`config.mk`:
```
export PLATFORM = sky130hd
export DESIGN_NAME = alu_operand_stage
export DESIGN_NICKNAME = d
export VERILOG_FILES = /design/src/rtl/alu_operand_stage.sv
export SDC_FILE = /design/constraint.sdc
export NUM_CORES = 1
export LEC_CHECK = 0
export CAP_MARGIN = 40
export CORE_MARGIN = 2
export CORE_UTILIZATION = 35
export CTS_BUF_LIST = sky130_fd_sc_hd__clkbuf_2
export CTS_CLUSTER_SIZE = 12
export DETAILED_ROUTE_END_ITERATION = 16
export HOLD_SLACK_MARGIN = 0.12
export PLACE_DENSITY = 0.83
export SLEW_MARGIN = 10
export SYNTH_ARGS = -nofsm -noshare
export SYNTH_HDL_FRONTEND = slang
export SYNTH_SLANG_ARGS = --single-unit
```
`constraint.sdc`:
```
create_clock -name clk -period 4.11 [get_ports clk]
set_clock_uncertainty 0.15 [all_clocks]
set_input_delay 0.822 -clock clk [delete_from_list [all_inputs] [get_ports clk]]
set_output_delay 0.822 -clock clk [all_outputs]
set_load 0.02 [all_outputs]
```
`src/rtl/alu_operand_stage.sv`:
```
// ID/EX operand stage: forwards EX/MEM and MEM/WB results into the ALU operands,
// inserts bubbles on load-use hazards, and registers the ALU inputs behind a valid/ready handshake.
module alu_operand_stage #(
  parameter int XLEN        = 32,
  parameter int REG_ADDR_W  = 5,
  parameter int STALL_CNT_W = 16
) (
  input  logic                   clk,
  input  logic                   reset,
  input  logic                   in_valid,
  output logic                   in_ready,
  input  logic [3:0]             in_alu_function,
  input  logic [REG_ADDR_W-1:0]  in_rs1_addr,
  input  logic [REG_ADDR_W-1:0]  in_rs2_addr,
  input  logic [XLEN-1:0]        in_rs1_data,
  input  logic [XLEN-1:0]        in_rs2_data,
  input  logic [XLEN-1:0]        in_imm,
  input  logic                   in_use_imm,
  input  logic [REG_ADDR_W-1:0]  in_rd_addr,
  input  logic                   in_reg_write,
  input  logic                   ex_reg_write,
  input  logic                   ex_is_load,
  input  logic [REG_ADDR_W-1:0]  ex_rd_addr,
  input  logic [XLEN-1:0]        ex_result,
  input  logic                   wb_reg_write,
  input  logic [REG_ADDR_W-1:0]  wb_rd_addr,
  input  logic [XLEN-1:0]        wb_result,
  input  logic                   flush,
  input  logic                   out_ready,
  output logic                   out_valid,
  output logic [3:0]             alu_function,
  output logic [XLEN-1:0]        x,
  output logic [XLEN-1:0]        y,
  output logic [REG_ADDR_W-1:0]  out_rd_addr,
  output logic                   out_reg_write,
  output logic [STALL_CNT_W-1:0] stall_count
);

  // Same encoding as `ALU_ADD in parameters.vh.
  localparam logic [3:0] ALU_ADD = 4'h0;

  logic                   r_out_valid;
  logic [3:0]             r_alu_function;
  logic [XLEN-1:0]        r_x;
  logic [XLEN-1:0]        r_y;
  logic [REG_ADDR_W-1:0]  r_out_rd_addr;
  logic                   r_out_reg_write;
  logic [STALL_CNT_W-1:0] r_stall_count;

  logic [XLEN-1:0]        w_fwd_rs1;
  logic [XLEN-1:0]        w_fwd_rs2;
  logic [XLEN-1:0]        w_x_next;
  logic [XLEN-1:0]        w_y_next;
  logic                   w_hz;
  logic                   w_adv;

  function automatic logic [XLEN-1:0] f_fwd(
    input logic [REG_ADDR_W-1:0] src_addr,
    input logic [XLEN-1:0]       rf_data,
    input logic                  ex_we,
    input logic                  ex_ld,
    input logic [REG_ADDR_W-1:0] ex_rd,
    input logic [XLEN-1:0]       ex_data,
    input logic                  wb_we,
    input logic [REG_ADDR_W-1:0] wb_rd,
    input logic [XLEN-1:0]       wb_data
  );
    logic [XLEN-1:0] v;
    if (src_addr == {REG_ADDR_W{1'b0}}) begin
      v = {XLEN{1'b0}};
    end else if (ex_we && !ex_ld && (ex_rd == src_addr)) begin
      v = ex_data;
    end else if (wb_we && (wb_rd == src_addr)) begin
      v = wb_data;
    end else begin
      v = rf_data;
    end
    return v;
  endfunction

  // Operand forwarding, operand select, hazard detection and handshake.
  always_comb begin
    w_fwd_rs1 = f_fwd(in_rs1_addr, in_rs1_data, ex_reg_write, ex_is_load, ex_rd_addr,
                      ex_result, wb_reg_write, wb_rd_addr, wb_result);
    w_fwd_rs2 = f_fwd(in_rs2_addr, in_rs2_data, ex_reg_write, ex_is_load, ex_rd_addr,
                      ex_result, wb_reg_write, wb_rd_addr, wb_result);
    w_x_next  = w_fwd_rs1;
    if (in_use_imm) begin
      w_y_next = in_imm;
    end else begin
      w_y_next = w_fwd_rs2;
    end
    w_hz = in_valid && ex_reg_write && ex_is_load && (ex_rd_addr != {REG_ADDR_W{1'b0}}) &&
           ((ex_rd_addr == in_rs1_addr) || (!in_use_imm && (ex_rd_addr == in_rs2_addr)));
    w_adv    = !r_out_valid || out_ready;
    in_ready = w_adv && !w_hz && !flush;
  end

  // Pipeline register: flush beats bubble beats load beats drain; otherwise hold.
  always_ff @(posedge clk or posedge reset) begin
    if (reset) begin
      r_out_valid     <= 1'b0;
      r_alu_function  <= ALU_ADD;
      r_x             <= {XLEN{1'b0}};
      r_y             <= {XLEN{1'b0}};
      r_out_rd_addr   <= {REG_ADDR_W{1'b0}};
      r_out_reg_write <= 1'b0;
      r_stall_count   <= {STALL_CNT_W{1'b0}};
    end else if (flush) begin
      r_out_valid     <= 1'b0;
      r_out_reg_write <= 1'b0;
    end else if (w_adv && w_hz) begin
      r_out_valid     <= 1'b0;
      r_out_reg_write <= 1'b0;
      if (r_stall_count != {STALL_CNT_W{1'b1}}) begin
        r_stall_count <= r_stall_count + {{(STALL_CNT_W-1){1'b0}}, 1'b1};
      end
    end else if (w_adv && in_valid) begin
      r_out_valid     <= 1'b1;
      r_alu_function  <= in_alu_function;
      r_x             <= w_x_next;
      r_y             <= w_y_next;
      r_out_rd_addr   <= in_rd_addr;
      r_out_reg_write <= in_reg_write;
    end else if (w_adv) begin
      r_out_valid     <= 1'b0;
      r_out_reg_write <= 1'b0;
    end
  end

  assign out_valid     = r_out_valid;
  assign alu_function  = r_alu_function;
  assign x             = r_x;
  assign y             = r_y;
  assign out_rd_addr   = r_out_rd_addr;
  assign out_reg_write = r_out_reg_write;
  assign stall_count   = r_stall_count;

endmodule

```
==> summary.md <==
| Metric | Value |
|---|---|
| Status | completed |
| Endpoint class of the critical path | primary output |
| Synth unique cells | 43 |
| DRT Pass-1 Iters | 6 |
| Worst slew pin tran | 0.750 ns |
| Synth Area per Inst | 9.30 um^2 |
| Vias | 5,934 |
| Crit-path max cell delay | 0.55 ns |
| Internal power | roughly 1.7 mW |
| Combinational power share | 39.3% |
| Post-Synthesis Cells | 585 |
| DP HPWL | between 15 and 20 mm |
| Crit Path Class | in2out |
| Critical Path Fanout Max | 5 |
| Clock sinks | 91 |
| Worst reg-to-reg setup slack | 1.81 ns |
| Area Overhead vs Synth | 58.9% |
| Initial Util | a little over a third |
| Die X | 129 um |
| Starting DRT DRC Count | 340 |
| Minimum clock period | 3.92 ns |
| First-pass GRT wire length | 33.2 mm |
| Cell repeated most along the worst path | clkdlybuf4s50_1 |
| DRT Wirelength | 22.2 mm |
| GRT overflow | 0 |
| Slowest CP cell | clkdlybuf4s50_1 |
| Antenna fix cells | 0 |
| Post-CTS setup buffer count | 0 |
| Initial antenna violation count | 0 |
| Pins Over Slew Limit | 0 |
| Arrival time of the worst setup path | 2.94 ns |
| RSZ-0062 raised after global routing | false |
| #FFs+latches synth | between 90 and 100 |
| Hold WS | roughly 0.36 ns |
| Sw power | 849 uW |
| Vias in the first global route | 5,900 |
| I/O Pins | 291 |
| P_leak | 3.48 nW |
| Max Fclk | 0.255 GHz |
| Routed Antenna Nets | 0 |
| Post-CTS Resized | 0 |
| Hold buffers post-CTS | 0 |
| I/O Buffers | 290 |
| All-Layer GR Usage | 26.4% |
| Hold Crit Class | reg2reg |
| Dominant synthesized flop cell | dfrtp_1 |
| Die H | approximately 130 um |
| Clock transition at the registers of the reported paths | 0.25 ns |
| Layout Utilization | 56.9% |
| Clock Path Buffers | 2 |
| Fin crit share | 95.3% |
| Sequential share of power | 43.5% |
| Async set-or-reset flop fraction in the synthesized netlist | 100% |
| DRC violations left | 0 |
| Largest net degree at the start of global routing | 57 |
| WL/cell | around 21 um |
| Clock Power Share | about 17% |
| Synth Net Count | 785 |
| Setup ws final | around 0.2 ns |
| Row cnt | 45 |
| CTS tree | yes |
| Pre-CTS setup slack | 0.193 ns |
| EDFF count, synth | 0 |
| Ys Warns | 0 |
| Critical path startpoint category | input pin |
| H-tree depth | 3 |
| Req. time, crit path | approximately 3.1 ns |
| Total die area | 16,600 um^2 |
| Final hold violations | 0 |
| Setup tns final | 0 ns |
| Gpl congestion | 0.869 |
| Layout Cells excl Fill | 1,047 |
| # placed instances | 1,032 |
| Layout cell share with drive strength beyond 1 | about 5.7% |
| Final-report setup violation count | 0 |
| Max-cap violations | 0 |
| CTS Buf Count | 9 |
| Core Box Area | 15,200 um^2 |
| Mapped Area | 5440 um^2 |
| Sequential element share of the synthesized area | 41.8% |
| Net count, final | 1,055 |
| Root Driver | clkbuf_2 |
| Fillers | 1,376 |
| Maximum VDD drop | 141 uV |
| Worst skew pair latency | 0.57 ns |
| Net Sw Frac | approximately 33% |
| Via density | 5.67 |
| Rel. slew slack | 50.0% |
| PD cells | between 200 and 300 nW/um^2 |
| Crit path cell chain | clkdlybuf4s50_1, nor2b_1, a2111o_1, nor3_2, o21ai_4, o21a_1, clkdlybuf4s50_1 |
cell usage after synthesis, types with 2 or more instances:
cell type  number  area share, %
and4_1          3           0.48
a31oi_1        32            3.7
a21oi_1        64            5.9
o211ai_1        2           0.28
nand2_1        72            5.0
mux2_2         10            2.1
nor3_1          5           0.46
a211o_1        32            5.1
nor2b_1         3           0.34
buf_6           5            1.0
buf_2           8           0.74
o32ai_1         2           0.32
nor2_1         37            2.6
dfrtp_1        91             42
nand3b_1        4           0.55
nor3b_1         2           0.28
and2_1          4           0.46
xnor2_1        15            2.4
o21ai_0         2           0.18
clkbuf_1       37            2.6
and3_1          4           0.46
o2bb2ai_1      60            9.7
nand2b_1        4           0.46
or3_1           3           0.34
inv_1           9           0.62
nand3_1         8           0.74
mux2i_1        32            5.9
nand4_1         2           0.23
nor4_1          5           0.57
xor2_1         15            2.4
flip-flops by register name (all words and copies together), names as in the netlist:
signal,count
out_rd_addr,5
x,32
alu_function,4
y,32
out_valid,1
stall_count,16
out_reg_write,1
power groups by stage:
stage	combinational (mW)	clock [mW]	sequential, mW
global route	1.06	0.487	1.12
CTS	1.00	0.454	1.10
finish	0.999	0.436	1.11
floorplan	0.260	0	1.28
global placement	0.982	0	1.12
detailed placement	1.00	0	1.12
cell usage in the layout (no fill, tap or decap), types with 5 or more instances in the layout:
cell type and instances:
a211o_1 32, a21oi_1 64, xor2_1 15, a31oi_1 32
dfrtp_1 91, nand3_1 8, mux2i_1 32, mux2_2 10
nor2_1 37, nor4_1 5, nand2_1 72, buf_4 16
o2bb2ai_1 60, inv_1 8, clkdlybuf4s50_1 290, xnor2_1 15
clkbuf_2 10
critical path, delay by kind of cell:
family	cells	cell delay, ns
compound gates	3	0.66
buf+inv	2	1.03
simple gates	2	0.43
metrics by stage:
step                      area [um^2]  total power [mW]
after floorplan                  5440              1.54
after global placement           8520              2.10
after detailed placement         8550              2.12
after CTS                        8650              2.56
after global routing             8650              2.67
final                            8650              2.54
metal layers:
metal | track usage, % | share of wire, % | up-vias
met1 | 32.0 | 40 | 2876
met5 | 0 | 0 | -
met2 | 45.5 | 48 | 323
li1 | - | - | 2693
met4 | 9.40 | 2.7 | 0
met3 | 6.57 | 9.3 | 42
area by class of cell:
class / instances / area [um^2] / area share (%)
Tap cell: 188 / 235 / 2.72
Inverter: 9 / 36.3 / 0.420
Clock buffer: 10 / 50.0 / 0.579
Clock inverter: 5 / 45.0 / 0.521
Timing Repair Buffer: 309 / 3090 / 35.7
Sequential cell: 91 / 2280 / 26.3
Multi-Input combinational cell: 435 / 2910 / 33.7
final timing paths:
kind,from,to,depth (start not counted)
setup / recovery,in_rs2_addr[0],in_ready,7
hold / removal,stall_count[11],stall_count[11],1
setup reg to reg,stall_count[4],stall_count[1],5
hold reg to reg,stall_count[11],stall_count[11],1
max in group asynchronous,reset,y[18],3
min in group asynchronous,reset,stall_count[7],2
cells by family after synthesis:
family / share of synthesized area [%]
AOI/OAI and AO/OA: 26.5
and+or+nand+nor: 13.7
DFF: 41.8
buffers and inverters: 4.94
muxes: 7.95
xor gates and xnor gates: 4.83
adders and majority gates: 0.230
Note: power is estimated with default switching activity, not from simulation.
